### src/rtl/prob_circ_pkg.sv
// Shared types and helpers for the sum-node accumulator.
// The default lane width comes from the `DW macro (16 when not defined
// elsewhere); node_sum_accum's DW parameter is expected to match it.
`ifndef DW
`define DW 16
`endif

package prob_circ_pkg;

  localparam int DW_DEF = `DW;
  // Mantissa bits per lane and accumulator width for the default lane width.
  localparam int MW = DW_DEF - 8;
  localparam int AW = DW_DEF + 6;

  typedef enum logic [2:0] {
    S_IDLE  = 3'd0,
    S_ACC   = 3'd1,
    S_DRAIN = 3'd2,
    S_NORM  = 3'd3,
    S_DONE  = 3'd4
  } node_sum_state_t;

  // Exponent field of one lane.
  function automatic logic [7:0] lane_exp(input logic [DW_DEF-1:0] lane);
    return lane[DW_DEF-1 -: 8];
  endfunction

  // Mantissa field of one lane.
  function automatic logic [MW-1:0] lane_man(input logic [DW_DEF-1:0] lane);
    return lane[MW-1:0];
  endfunction

endpackage

### src/rtl/node_sum_accum_lead_one_det.sv
// Priority encoder: position of the most significant set bit plus a zero flag.
module lead_one_det #(
  parameter int W  = 22,
  parameter int PW = $clog2(W)
) (
  input  logic [W-1:0]  i_vec,
  output logic [PW-1:0] o_pos,
  output logic          o_zero
);

  // Ascending scan, so the highest set bit is the last one written.
  always_comb begin
    o_pos  = '0;
    o_zero = (i_vec == '0);
    for (int i = 0; i < W; i++) begin
      if (i_vec[i]) o_pos = PW'(i);
    end
  end

endmodule

### src/rtl/node_sum_accum.sv
// Sum-node accumulator: aligns 4-lane lines of custom floats to the node's
// maximum exponent, accumulates them in fixed point and renormalizes the total.
// Optional feature macro: NODE_SUM_ROUND_EN (round half-up instead of truncate).
// Handshakes: a line moves when in_vld && in_ready on a rising edge; a sum
// moves when sum_vld && sum_ready; sum_out is stable while sum_vld waits.
module node_sum_accum
  import prob_circ_pkg::*;
#(
  parameter int DW    = `DW,
  parameter int LANES = 4
) (
  input  logic                  clk,
  input  logic                  rst,
  input  logic [LANES*DW-1:0]   in_data,
  input  logic                  in_vld,
  output logic                  in_ready,
  input  logic [7:0]            max_exponent,
  input  logic                  max_exponent_vld,
  input  logic [10:0]           num_of_line_per_node_minusone,
  output logic [DW-1:0]         sum_out,
  output logic                  sum_vld,
  input  logic                  sum_ready,
  output logic                  exp_err,
  output node_sum_state_t       dbg_state
);

  localparam int MW_L = DW - 8;
  localparam int AW_L = DW + 6;
  localparam int SW   = MW_L + 3;
  localparam int PW   = $clog2(AW_L);

  node_sum_state_t  r_state;
  logic [7:0]       r_emax;
  logic [10:0]      r_last;
  logic [10:0]      r_cnt;
  logic             r_in_ready;
  logic             r_sum_vld;
  logic [DW-1:0]    r_sum_out;
  logic             r_exp_err;
  logic [SW-1:0]    r_al_sum;
  logic             r_al_vld;
  logic [AW_L-1:0]  r_acc;

  logic             w_beat;
  logic [7:0]       w_exp [LANES];
  logic [MW_L-1:0]  w_man [LANES];
  logic [8:0]       w_d   [LANES];
  logic [MW_L:0]    w_al  [LANES];
  logic [SW-1:0]    w_line_sum;
  logic             w_lane_err;

  logic [AW_L-1:0]  w_lod_in;
  logic [PW-1:0]    w_p;
  logic             w_zero;
  logic [PW-1:0]    w_amt;
  logic [AW_L-1:0]  w_shift;
  logic [MW_L-1:0]  w_mant;
  logic [MW_L-1:0]  w_mant_f;
  logic signed [10:0] w_e;
  logic signed [10:0] w_e_f;
  logic [DW-1:0]    w_sum;
  logic             w_unused;

  assign w_beat    = in_vld && r_in_ready;
  assign in_ready  = r_in_ready;
  assign sum_vld   = r_sum_vld;
  assign sum_out   = r_sum_out;
  assign exp_err   = r_exp_err;
  assign dbg_state = r_state;

  // Align every lane of the incoming line to emax and add the four lanes.
  always_comb begin
    w_line_sum = '0;
    w_lane_err = 1'b0;
    for (int k = 0; k < LANES; k++) begin
      w_exp[k] = lane_exp(in_data[k*DW +: DW]);
      w_man[k] = lane_man(in_data[k*DW +: DW]);
      w_d[k]   = {1'b0, r_emax} - {1'b0, w_exp[k]};
      w_al[k]  = '0;
      if (w_exp[k] == 8'd0) begin
        w_al[k] = '0;
      end else if (w_exp[k] > r_emax) begin
        w_lane_err = 1'b1;
      end else if (w_d[k] <= 9'(MW_L)) begin
        w_al[k] = {1'b1, w_man[k]} >> w_d[k];
      end
      w_line_sum = w_line_sum + SW'(w_al[k]);
    end
  end

  // Leading-one search only sees the accumulator while normalizing.
  assign w_lod_in = (r_state == S_NORM) ? r_acc : '0;

  lead_one_det #(.W(AW_L), .PW(PW)) u_lod (
    .i_vec  (w_lod_in),
    .o_pos  (w_p),
    .o_zero (w_zero)
  );

  // Normalize the accumulator: left-justify the leading one, take the MW bits below it.
  assign w_amt    = PW'(AW_L - 1) - w_p;
  assign w_shift  = r_acc << w_amt;
  assign w_mant   = w_shift[AW_L-2 -: MW_L];
  assign w_e      = $signed({3'b000, r_emax}) + $signed({{(11-PW){1'b0}}, w_p})
                    - $signed(11'(MW_L));
  assign w_unused = ^{w_shift[AW_L-1], w_shift[AW_L-MW_L-2:0]};

`ifdef NODE_SUM_ROUND_EN
  logic [MW_L:0] w_mant_r;
  // Half-up rounding on the first discarded bit; a carry bumps the exponent.
  always_comb begin
    w_mant_r = {1'b0, w_mant} + (MW_L+1)'(w_shift[AW_L-MW_L-2]);
    if (w_mant_r[MW_L]) begin
      w_e_f    = w_e + 11'sd1;
      w_mant_f = '0;
    end else begin
      w_e_f    = w_e;
      w_mant_f = w_mant_r[MW_L-1:0];
    end
  end
`else
  assign w_e_f    = w_e;
  assign w_mant_f = w_mant;
`endif

  // Flush to zero on underflow, saturate on overflow.
  always_comb begin
    if (w_zero || (w_e_f <= 11'sd0)) begin
      w_sum = '0;
    end else if (w_e_f >= 11'sd255) begin
      w_sum = {8'hFF, {MW_L{1'b1}}};
    end else begin
      w_sum = {w_e_f[7:0], w_mant_f};
    end
  end

  // Node-level FSM: capture node header, count lines, drain pipeline, present sum.
  always_ff @(posedge clk or negedge rst) begin
    if (!rst) begin
      r_state    <= S_IDLE;
      r_emax     <= '0;
      r_last     <= '0;
      r_cnt      <= '0;
      r_in_ready <= 1'b0;
      r_sum_vld  <= 1'b0;
      r_sum_out  <= '0;
    end else begin
      case (r_state)
        S_IDLE: begin
          if (max_exponent_vld) begin
            r_emax     <= max_exponent;
            r_last     <= num_of_line_per_node_minusone;
            r_cnt      <= '0;
            r_in_ready <= 1'b1;
            r_state    <= S_ACC;
          end
        end
        S_ACC: begin
          if (w_beat) begin
            r_cnt <= r_cnt + 11'd1;
            if (r_cnt == r_last) begin
              r_in_ready <= 1'b0;
              r_state    <= S_DRAIN;
            end
          end
        end
        S_DRAIN: r_state <= S_NORM;
        S_NORM: begin
          r_sum_out <= w_sum;
          r_sum_vld <= 1'b1;
          r_state   <= S_DONE;
        end
        S_DONE: begin
          if (sum_ready) begin
            r_sum_vld <= 1'b0;
            r_state   <= S_IDLE;
          end
        end
        default: r_state <= S_IDLE;
      endcase
    end
  end

  // Align stage register and sticky exponent error.
  always_ff @(posedge clk or negedge rst) begin
    if (!rst) begin
      r_al_sum  <= '0;
      r_al_vld  <= 1'b0;
      r_exp_err <= 1'b0;
    end else begin
      r_al_vld <= w_beat;
      if (w_beat) r_al_sum <= w_line_sum;
      if (w_beat && w_lane_err) r_exp_err <= 1'b1;
    end
  end

  // Wide accumulator: cleared at node start, adds one aligned line per beat.
  always_ff @(posedge clk or negedge rst) begin
    if (!rst) begin
      r_acc <= '0;
    end else if ((r_state == S_IDLE) && max_exponent_vld) begin
      r_acc <= '0;
    end else if (r_al_vld) begin
      r_acc <= r_acc + AW_L'(r_al_sum);
    end
  end

endmodule

### config.mk
export PLATFORM = sky130hd
export DESIGN_NAME = node_sum_accum
export DESIGN_NICKNAME = d
export VERILOG_FILES = /design/src/rtl/prob_circ_pkg.sv /design/src/rtl/node_sum_accum_lead_one_det.sv /design/src/rtl/node_sum_accum.sv
export SDC_FILE = /design/constraint.sdc
export NUM_CORES = 1
export LEC_CHECK = 0
export BUFFER_PORTS_ARGS = -buffer_cell sky130_fd_sc_hd__buf_2
export CORE_MARGIN = 5
export CORE_UTILIZATION = 24
export CTS_CLUSTER_DIAMETER = 50
export DETAILED_ROUTE_END_ITERATION = 8
export HOLD_SLACK_MARGIN = 0.1
export SLEW_MARGIN = 20
export SYNTH_ARGS = -nofsm -noshare
export SYNTH_HDL_FRONTEND = slang
export SYNTH_HIERARCHICAL = 1
export SYNTH_SLANG_ARGS = --single-unit
export TNS_END_PERCENT = 1
### constraint.sdc
create_clock -name clk -period 17.41 [get_ports clk]
set_clock_uncertainty 0.15 [all_clocks]
set_input_delay 2.6115 -clock clk [delete_from_list [all_inputs] [get_ports clk]]
set_output_delay 2.6115 -clock clk [all_outputs]
set_load 0.05 [all_outputs]
* Word-level counts from Yosys, hierarchy flattened *
Cells that the tools add are included.

cells by class
  eq/ne operators = 9
  mux-type cells = 60
  reductions and logical operators = 18
  $add $sub $neg = 12
  shift operators = 5
  $lt $le $gt $ge = 10

operators by type and width
  cell                     count
  $mux W9                  12
  $mux W22                 3
  $le A9 B4 Y1 const B     4
  $shr A9 B9 Y9            4
  $sub A8 B8 Y9            4
  $gt A8 B8 Y1             4
  $logic_not A8 Y1         4
  $mux W16                 2
  $mux W4                  8
  $mux W5                  6
  $mux W3                  8
  $add A22 B11 Y22         1
  $logic_not A22 Y1        1
  $mux W11                 2
  $pmux W11 S2             1
  $shl A22 B5 Y21          1
  $pmux W3 S5              1
  $mux W1                  13
  $add A10 B9 Y11          1
  $add A11 B1 Y11 const B  1
  $add A11 B9 Y11          1
  $eq A11 B11 Y1           1
  $add A9 B9 Y10           1
  $ge A10 B9 Y1 const B    1
  other kinds (17)         29

storage, ports and cells
  register bits after elaboration = 86
  output and inout port bits = 22
  logic and storage cells = 125
  bits of input ports = 88

* Depth between registers and ports, before layout *
Gate-level depths: netlist of the first run.

  depth in word-level cells = 28
  depth in mapped cells = 23
  depth with buffers taken out = 23

* By module *
Netlist of the first run, hierarchy kept.

modules (own cells, without submodules)
  module          seq. area each (µm²)  cells each  times used  area each (µm²)
  node_sum_accum  2,152.1               1,092       1           9,057.4
  lead_one_det    0.0                   40          1           232.7

* Least setup slack after synthesis of the first run *
Ideal clock, no wire load.

  kind = input-to-reg
  start point = in in_data[57]
  end point = reg r_al_sum[10]
  required time = 17.126 ns
  library setup time = 0.134 ns
  stages = 21
  path slack = 9.752 ns
  arrival = 7.374 ns
  path through = inv_1 -> ha_1 -> nor2b_1 -> o21a_1 -> o21ai_2 -> a21oi_1 -> or4b_4 -> a211o_2 -> a2111oi_0 -> fa_1 -> inv_1 -> fa_1 -> inv_1 -> ha_1 -> a21o_1 -> a21oi_1 -> nor2b_1 -> o21a_1 -> o211a_1 -> a2111oi_0 -> nor3_1

between the ends
  word-level cells in the longest chain between the ends = 6
  elaborated cells on any way between the ends = 9
  those cells by class = add/sub (2); order compare (2); shift (1); mux (3); reduce/logical (1)

RTL lines
  item                                           RTL line                                    source
  start: declaration                             node_sum_accum.sv:14                        input logic [LANES*DW-1:0] in_data,
  $sub A8 B8 Y9                                  node_sum_accum.sv:78                        w_d[k] = {1'b0, r_emax} - {1'b0, w_exp[k]};
  $le A9 B4 Y1 or $shr A9 B9 Y9 (tied branches)  node_sum_accum.sv:84, node_sum_accum.sv:85
  $mux W9                                        node_sum_accum.sv:84                        end else if (w_d[k] <= 9'(MW_L)) begin
  $mux W9                                        node_sum_accum.sv:82                        end else if (w_exp[k] > r_emax) begin
  $mux W9 (*)                                    node_sum_accum.sv:80                        if (w_exp[k] == 8'd0) begin
  $add A11 B9 Y11 (*)                            node_sum_accum.sv:87                        w_line_sum = w_line_sum + SW'(w_al[k]);
  end signal: assignment                         node_sum_accum.sv:192                       if (w_beat) r_al_sum <= w_line_sum;
  end: declaration                               node_sum_accum.sv:40                        logic [SW-1:0] r_al_sum;

Mark *: on every way between the ends. The rest lies on a longest branch, timed or not.
A chain may end at the register's enable or synchronous reset.

* Worst setup path after layout of the first run *
  start point = in in_data[24]
  end point = reg r_al_sum[9]

between the ends
  word-level cells in the longest chain between the ends = 8
  elaborated cells on any way between the ends = 11
  those cells by class = add/sub (4); order compare (2); shift (1); mux (3); reduce/logical (1)

RTL lines
  item                                           RTL line
  $sub A8 B8 Y9                                  node_sum_accum.sv:78
  $le A9 B4 Y1 or $shr A9 B9 Y9 (tied branches)  node_sum_accum.sv:84, node_sum_accum.sv:85
  $mux W9                                        node_sum_accum.sv:84
  $mux W9                                        node_sum_accum.sv:82
  $mux W9 (*)                                    node_sum_accum.sv:80
  $add A9 B9 Y10 (*)                             node_sum_accum.sv:87
  $add A10 B9 Y11 (*)                            node_sum_accum.sv:87
  $add A11 B9 Y11 (*)                            node_sum_accum.sv:87

Marked as above.

==> summary.md, run 1 <==
| Metric | Value |
|---|---|
| Worst slew margin | 0.3236 |
| Yosys cell types | 73 |
| Maximum VDD drop | 0.05358 mV |
| Initial antenna violation count | 0 |
| PwrDens | 152.0 nW/um2 |
| Top routing layer in use | met4 |
| Layout cells sized above 1 | 0.1409 |
| Starting Density | 0.2415 |
| Most common cell after layout, fill and taps aside | nand2_1 |
| Largest net degree at the start of global routing | 70 |
| Endpoints failing hold | 0 |
| Most frequent cells in the layout | nand2_1, buf_2, inv_1, dfrtp_1, nor2_1 |
| Max Root-Sink Buffers | 2 |
| Total power | 1.627 mW |
| Max_cap viols | 0 |
| Multi-input gate area | 6624 um2 |
| Worst-margin pin slew | 1.012 ns |
| CP Launch Type | input pin |
| Critical Path AT | 7.98 ns |
| Critical Path RT | 17.46 ns |
| Nets@finish | 1397 |
| Final WS setup | 9.484 ns |
| Die H | 206.7 um |
| Top_reg_cell synth | dfrtp_1 |
| Leakage Power | 4.905 nW |
| Netlist Area Pre-Place | 9290 um2 |
| Number of global-route vias before repair | 8436 |
| Sequential area share after synthesis | 0.2316 |
| Min-Delay Path Depth | 2 |
| RR Endpoint | r_al_sum[9]$_DFFE_PN0P_ |
| FF-to-FF Start | r_emax[0]$_DFFE_PN0P_ |
| Hold Crit Class | flip-flop to flip-flop |
| # fillers | 4190 |
| # IOs | 110 |
| Post-CTS sizing | 0 |
| Post-CTS Setup Inserts | 0 |
| Net Count, Synth | 1313 |
| Setup crit end kind | flip-flop |
| Gp weighted congestion | 0.8981 |
| Met2 WL post-DR | 12200 um |
| Clock power frac | 0.132 |
| Simple-gate area share of the yosys netlist | 0.2302 |
| Max Fclk | 126.2 MHz |
| Post-route ant nets | 0 |
| Post-Route WL | 26410 um |
| Met1 WL | 12660 um |
| Met3 Wirelength | 1150 um |
| FFs w/ async S/R, synth | 1.000 |
| Fin crit share | 0.4552 |
| Pre-CTS worst setup slack | 9.193 ns |
| Setup-failing EPs final | 0 |
| TritonCTS Buffers | 9 |
| Core box area | 38470 um2 |
| Total track usage | 0.1249 |
| Yosys warning count | 6 |
| Root Driver | clkbuf_16 |
| Kind of critical path | input pin to flip-flop |
| CTS Hold Bufs | 0 |
| Clock sinks | 86 |
| Switching Share | 0.5084 |
| Register share of total power | 0.208 |
| Ant. Diodes | 0 |
| Worst-path clk slew | 0.07 ns |
| R2R Setup Slk | 11.11 ns |
| #FFs+latches synth | 86 |
| Via count | 8555 |
| Sw Pwr | 827.3 uW |
| DIE WIDTH | 206.7 um |
| Largest family of logic cells by synthesized area | simple AND/OR/NAND/NOR gates |
| First-pass GRT wire length | 43570 um |
| DRT Pass-1 Iters | 5 |
| Outcome | finished, final reports clean |
| Worst-Skew Late Latency | 0.35 ns |
| Synth Area in Compound Gates | 0.1976 |
| RSZ-0062 raised after global routing | no |
| Fin crit period | 7.926 ns |
| CTS H-tree lvls | 3 |
| Post-Synth Adder-Cell Area | 0.1446 |
| Total grt overflow | 0 |
| Num rows | 72 |
| CP max FO | 9 |
| Die ar. | 42740 um2 |
| Via density | 4.919 |
| Avg Inst Size Synth | 8.207 um2 |
| Syn Inst Count | 1132 |
| FF/Latch Area | 2152 um2 |
| Pint | 799.8 uW |
| Hold endpoint | r_al_sum[3]$_DFFE_PN0P_ |
| Comb power frac | 0.660 |
| Setup TNS | 0 ns |
| Hold path start | r_al_sum[3]$_DFFE_PN0P_ |
| PortBufs | 109 |
| Residual DRC | 0 |
| Fin. max-slew vios | 0 |
| Final HPWL DP | 21210 um |
| Initial DRC count | 481 |
| Cell depth of the worst flop-to-flop path | 22 |
| Post-Synth XOR/XNOR Area | 0.04902 |
| CTS tree | built |
| Post-synthesis mux area share | 0.08983 |
| Drt wl/cell | 15.19 um |
| EDFF count, synth | 0 |
| Layout area overhead | 15.25% |
-- stage by stage --
stage | utilization | hold WS [ns] | area (um2) | cells
3_3_place_gp | 0.2699 | 0.3342 | 10380 | 1723
6_report | 0.2783 | 0.3382 | 10710 | 1739
4_1_cts | 0.2783 | 0.3464 | 10700 | 1739
2_1_floorplan | - | 0.3023 | 9290 | 1132
3_5_place_dp | 0.2699 | 0.3306 | 10380 | 1723
5_1_grt | 0.2783 | 0.3658 | 10710 | 1739
-- registers in the layout, summed over array words and instances, names as in the netlist --
signal	count
r_acc	22
sum_out	16
r_al_sum	11
r_cnt	11
r_last	11
r_emax	8
dbg_state	3
exp_err	1
in_ready	1
r_al_vld	1
sum_vld	1
-- power by group through the flow --
stage                     clock network, mW  logic, mW  registers (mW)
final                                 0.215       1.07           0.338
after global routing                  0.232       1.20           0.349
after CTS                             0.223       1.07           0.340
after detailed placement                  0       1.06           0.344
after global placement                    0       1.05           0.342
after floorplan                           0      0.790           0.369
-- critical path, stage by stage --
cell	delay [ns]
buf_2	0.09
ha_1	0.16
inv_1	0.05
fa_1	0.42
a21o_1	0.18
a21oi_1	0.28
o21ai_0	0.15
xor2_1	0.16
nor3b_1	0.19
o21ai_1	0.20
nor4_1	0.53
fa_1	0.54
fa_1	0.50
ha_1	0.25
fa_1	0.41
a21o_1	0.17
a21oi_1	0.22
o21bai_1	0.12
a211o_1	0.30
a31oi_1	0.19
xor2_1	0.16
o21ai_0	0.09
-- synthesized netlist by cell type (all sizes together), types with 3 or more instances --
cell,instances,area (um2)
a2111oi,3,26.28
a211o,9,80.08
a211oi,19,142.6
a21boi,4,30.03
a21o,11,82.58
a21oi,68,340.3
a221oi,3,32.53
a22o,19,166.4
a31oi,9,56.30
a41oi,3,26.28
and2,23,143.9
and3,11,68.82
buf,14,61.31
clkbuf,29,108.9
dfrtp,86,2152
fa,24,480.5
ha,69,863.3
inv,95,356.6
mux2,9,101.4
mux2i,35,350.3
mux4,17,382.9
nand2,128,480.5
nand2b,23,143.9
nand3,14,70.07
nand4,9,56.30
nor2,77,289.0
nor2b,25,156.4
nor3,42,215.2
nor3b,10,75.07
nor4,20,131.4
nor4b,4,35.03
o211ai,8,60.06
o21a,15,112.6
o21ai,63,319.1
o21bai,6,45.04
o22ai,7,43.79
o311ai,8,70.07
o31ai,3,22.52
or3,20,125.1
or4,10,78.82
xnor2,22,192.7
xor2,30,262.8
-- worst max path at each step --
| stage | from | endpoint | slack, ns | depth (start not counted) |
|---|---|---|---|---|
| floorplan | in_data[57] | r_al_sum[10]$_DFFE_PN0P_ | 9.75 | 21 |
| global placement | in_data[57] | r_al_sum[10]$_DFFE_PN0P_ | 9.30 | 22 |
| detailed placement | in_data[24] | r_al_sum[9]$_DFFE_PN0P_ | 9.19 | 22 |
| CTS | in_data[24] | r_al_sum[9]$_DFFE_PN0P_ | 9.56 | 22 |
| global route | in_data[24] | r_al_sum[9]$_DFFE_PN0P_ | 9.23 | 21 |
| finish | in_data[24] | r_al_sum[9]$_DFFE_PN0P_ | 9.48 | 22 |
-- routing by layer --
metal  vias up  track usage
met5         -            0
met4         0      0.02432
met3        29      0.02265
met2       189       0.2069
met1      4081       0.1722
li1       4256            -
-- logic make-up (layout without fill, tap and decap cells) --
family | count (synthesis) | after routing
xor gates and xnor gates | 52 | 52
adders and majority gates | 93 | 93
DFF | 86 | 86
muxes | 61 | 61
AOI/OAI and AO/OA | 277 | 277
and+or+nand+nor | 424 | 424
buffers and inverters | 139 | 228
-- final cells by class --
| type | instances | share of cell area |
|---|---|---|
| Timing Repair Buffer | 116 | 0.05609 |
| Multi-Input combinational cell | 907 | 0.6187 |
| Clock buffer | 10 | 0.02139 |
| Clock inverter | 6 | 0.008648 |
| Inverter | 96 | 0.03366 |
| Tap cell | 518 | 0.06054 |
| Sequential cell | 86 | 0.2010 |
No activity file was read; power rests on OpenSTA's default activity.
==> run 2: changes to the inputs <==
ABC_AREA = 1   (was not set)
clock period = 7.25 ns   (was 17.41 ns; I/O delays follow)
==> summary.md, run 2 <==
| Metric | Value |
|---|---|
| Outcome | finished, final reports clean |
| Layout area overhead | 14.10% |
| #FFs+latches synth | 86 |
| CTS Hold Bufs | 0 |
| Bufs and invs on worst path | 2 |
| Sw Pwr | 2.243 mW |
| Comb power frac | 0.673 |
| First-pass GRT wire length | 48470 um |
| Initial DRC count | 561 |
| Max Root-Sink Buffers | 2 |
| Worst path top cell family by delay | adder cells |
| Worst-margin pin slew | 0.7355 ns |
| Top_reg_cell synth | dfrtp_1 |
| CTS tree | built |
| Setup crit end kind | flip-flop |
| Kind of critical path | flip-flop to flip-flop |
| EDFF count, synth | 0 |
| Via count | 10090 |
| CP Launch Type | flip-flop |
| Most frequent cells in the layout | nand2_1, inv_1, nor2_1, nand3_1, buf_2 |
| Num rows | 74 |
| Starting Density | 0.2427 |
| FFs w/ async S/R, synth | 1.000 |
| # IOs | 110 |
| Top post-synthesis cells by area | dfrtp_1, nand2_1, inv_1 |
| Fin. max-slew vios | 0 |
| Max_cap viols | 0 |
| Clock power frac | 0.125 |
| Hold Crit Class | flip-flop to flip-flop |
| Total track usage | 0.1293 |
| Final HPWL DP | 24130 um |
| Core box area | 40920 um2 |
| RSZ-0062 raised after global routing | no |
| DIE WIDTH | 213.4 um |
| Ant. Diodes | 0 |
| PortBufs | 109 |
| Root Driver | clkbuf_16 |
| Drt wl/cell | 13.16 um |
| Critical-path top delay cell | fa_1 |
| Sequential area share after synthesis | 0.2167 |
| CTS H-tree lvls | 3 |
| Critical Path RT | 7.34 ns |
| Post-Route WL | 29300 um |
| Register share of total power | 0.202 |
| Switching Share | 0.5639 |
| Post-CTS sizing | 0 |
| Fin crit period | 5.660 ns |
| Residual DRC | 0 |
| Most common cell after layout, fill and taps aside | nand2_1 |
| PwrDens | 351.0 nW/um2 |
| Worst slew margin | 0.5096 |
| Leakage Power | 6.075 nW |
| Clock sinks | 86 |
| DRT Pass-1 Iters | 7 |
| Worst-path clk slew | 0.07 ns |
| Yosys warning count | 6 |
| Post-CTS Setup Inserts | 0 |
| Setup-failing EPs final | 0 |
| Most flop-heavy register | r_acc |
| Worst-Skew Late Latency | 0.35 ns |
| FF/Latch Area | 2152 um2 |
| Net Count, Synth | 1779 |
| Largest net degree at the start of global routing | 78 |
| Most Frequent Cell on Critical Path | nand2_1 |
| Max reg flops | 22 |
| Layout cells sized above 1 | 0.1057 |
| Multi-input gate area | 6604 um2 |
| Commonest cells in the netlist | nand2_1, inv_1, nor2_1 |
| Max Fclk | 176.7 MHz |
| Yosys cell types | 54 |
| TritonCTS Buffers | 9 |
| Post-route ant nets | 0 |
| Endpoints failing hold | 0 |
| Synth top area share | 0.2167 |
| Initial antenna violation count | 2 |
| Placed insts | 2210 |
| Fin crit share | 0.7806 |
| Total grt overflow | 0 |
| Gp weighted congestion | 0.8734 |
| Largest stage delay, worst path | 0.49 ns |
| Avg Inst Size Synth | 6.215 um2 |
| Setup TNS | 0 ns |
| Nets@finish | 1870 |
| Netlist Area Pre-Place | 9932 um2 |
| Final core utilization | 0.2769 |
| Top cell type by total area after synthesis | dfrtp_1 |
| Die ar. | 45550 um2 |
| Die H | 213.4 um |
| Most frequent cell after synthesis | nand2_1 |
| CP max FO | 9 |
| Maximum VDD drop | 0.1201 mV |
| Critical Path AT | 5.75 ns |
| Via density | 4.533 |
| Number of global-route vias before repair | 9754 |
| # fillers | 4616 |
| Post-Layout Cell Count | 2226 |
| Syn Inst Count | 1598 |
| Pint | 1.734 mW |
| Hold WS | 0.3259 ns |
## run 2: worst paths after layout
kind / from / endpoint / slack (ns) / cells after the start
max: r_emax[0]$_DFFE_PN0P_ / r_al_sum[9]$_DFFE_PN0P_ / 1.59 / 26
min: sum_out[1]$_DFFE_PN0P_ / sum_out[1]$_DFFE_PN0P_ / 0.33 / 2
max in group asynchronous: rst / r_acc[5]$_DFFE_PN0P_ / 5.60 / 2
max reg2reg: r_emax[0]$_DFFE_PN0P_ / r_al_sum[9]$_DFFE_PN0P_ / 1.59 / 26
min in group asynchronous: rst / sum_out[6]$_DFFE_PN0P_ / 0.41 / 1
min reg2reg: sum_out[1]$_DFFE_PN0P_ / sum_out[1]$_DFFE_PN0P_ / 0.33 / 2
## run 2: cell type report
| type | instances | share of cell area |
|---|---|---|
| multi-input combinational | 1210 | 0.5828 |
| timing repair buffer | 115 | 0.05267 |
| sequential | 86 | 0.1899 |
| tap | 532 | 0.05874 |
| inverter | 267 | 0.08844 |
| clock inverter | 7 | 0.007618 |
| clock buffer | 9 | 0.01987 |
## run 2: stage by stage
| step | total power [mW] | setup slack [ns] | cell area, um2 |
|---|---|---|---|
| finish | 3.977 | 1.590 | 11330 |
| global route | 4.435 | 1.028 | 11330 |
| CTS | 4.015 | 1.554 | 11330 |
| detailed placement | 3.494 | 1.239 | 11020 |
| global placement | 3.477 | 1.304 | 11020 |
| floorplan | 2.867 | 1.841 | 9932 |
## run 2: worst reg2reg max path, cell delays in order (launching register included)
cell and delay, ns:
dfrtp_1 0.40, inv_1 0.37, ha_1 0.24, inv_1 0.07, fa_1 0.42, xor2_1 0.27
nor3_1 0.27, o21ai_0 0.11, nor2_1 0.10, nand2_1 0.08, nor2_2 0.16, nand2_1 0.07
nor2_1 0.21, fa_1 0.48, fa_1 0.49, ha_1 0.23, fa_1 0.41, nand3_1 0.09
nand3_1 0.08, nand2_1 0.08, nand2_1 0.05, a21oi_1 0.19, nor2_1 0.06, o21ai_0 0.20
nand3b_1 0.10, nand3_1 0.10, nand2_1 0.06
## run 2: power by group through the flow
stage / clock (mW) / sequential, mW / combinational, mW
5_1_grt: 0.529 / 0.825 / 3.08
3_5_place_dp: 0 / 0.819 / 2.67
4_1_cts: 0.517 / 0.810 / 2.69
2_1_floorplan: 0 / 0.854 / 2.01
3_3_place_gp: 0 / 0.819 / 2.66
6_report: 0.497 / 0.803 / 2.68
## run 2: routing by layer
layer / global-route usage / wire [um] / part of all wire
met1: 0.1718 / 13820 / 0.47
met2: 0.2163 / 13510 / 0.46
met3: 0.02268 / 1159 / 0.040
met4: 0.03794 / 813 / 0.028
met5: 0 / 0 / 0
## run 2: cell families (layout without fill, tap and decap cells)
logic type               Yosys count  count (layout)  share of synthesized area
AND/OR/NAND/NOR                  865             865                     0.3754
multiplexers                       2               2                   0.002016
AO/OA/AOI/OAI                    215             215                     0.1194
buffers and inverters            302             398                     0.1196
XOR/XNOR                          35              35                    0.03162
adder cells (fa/ha/maj)           93              93                     0.1353
flip-flops                        86              86                     0.2167
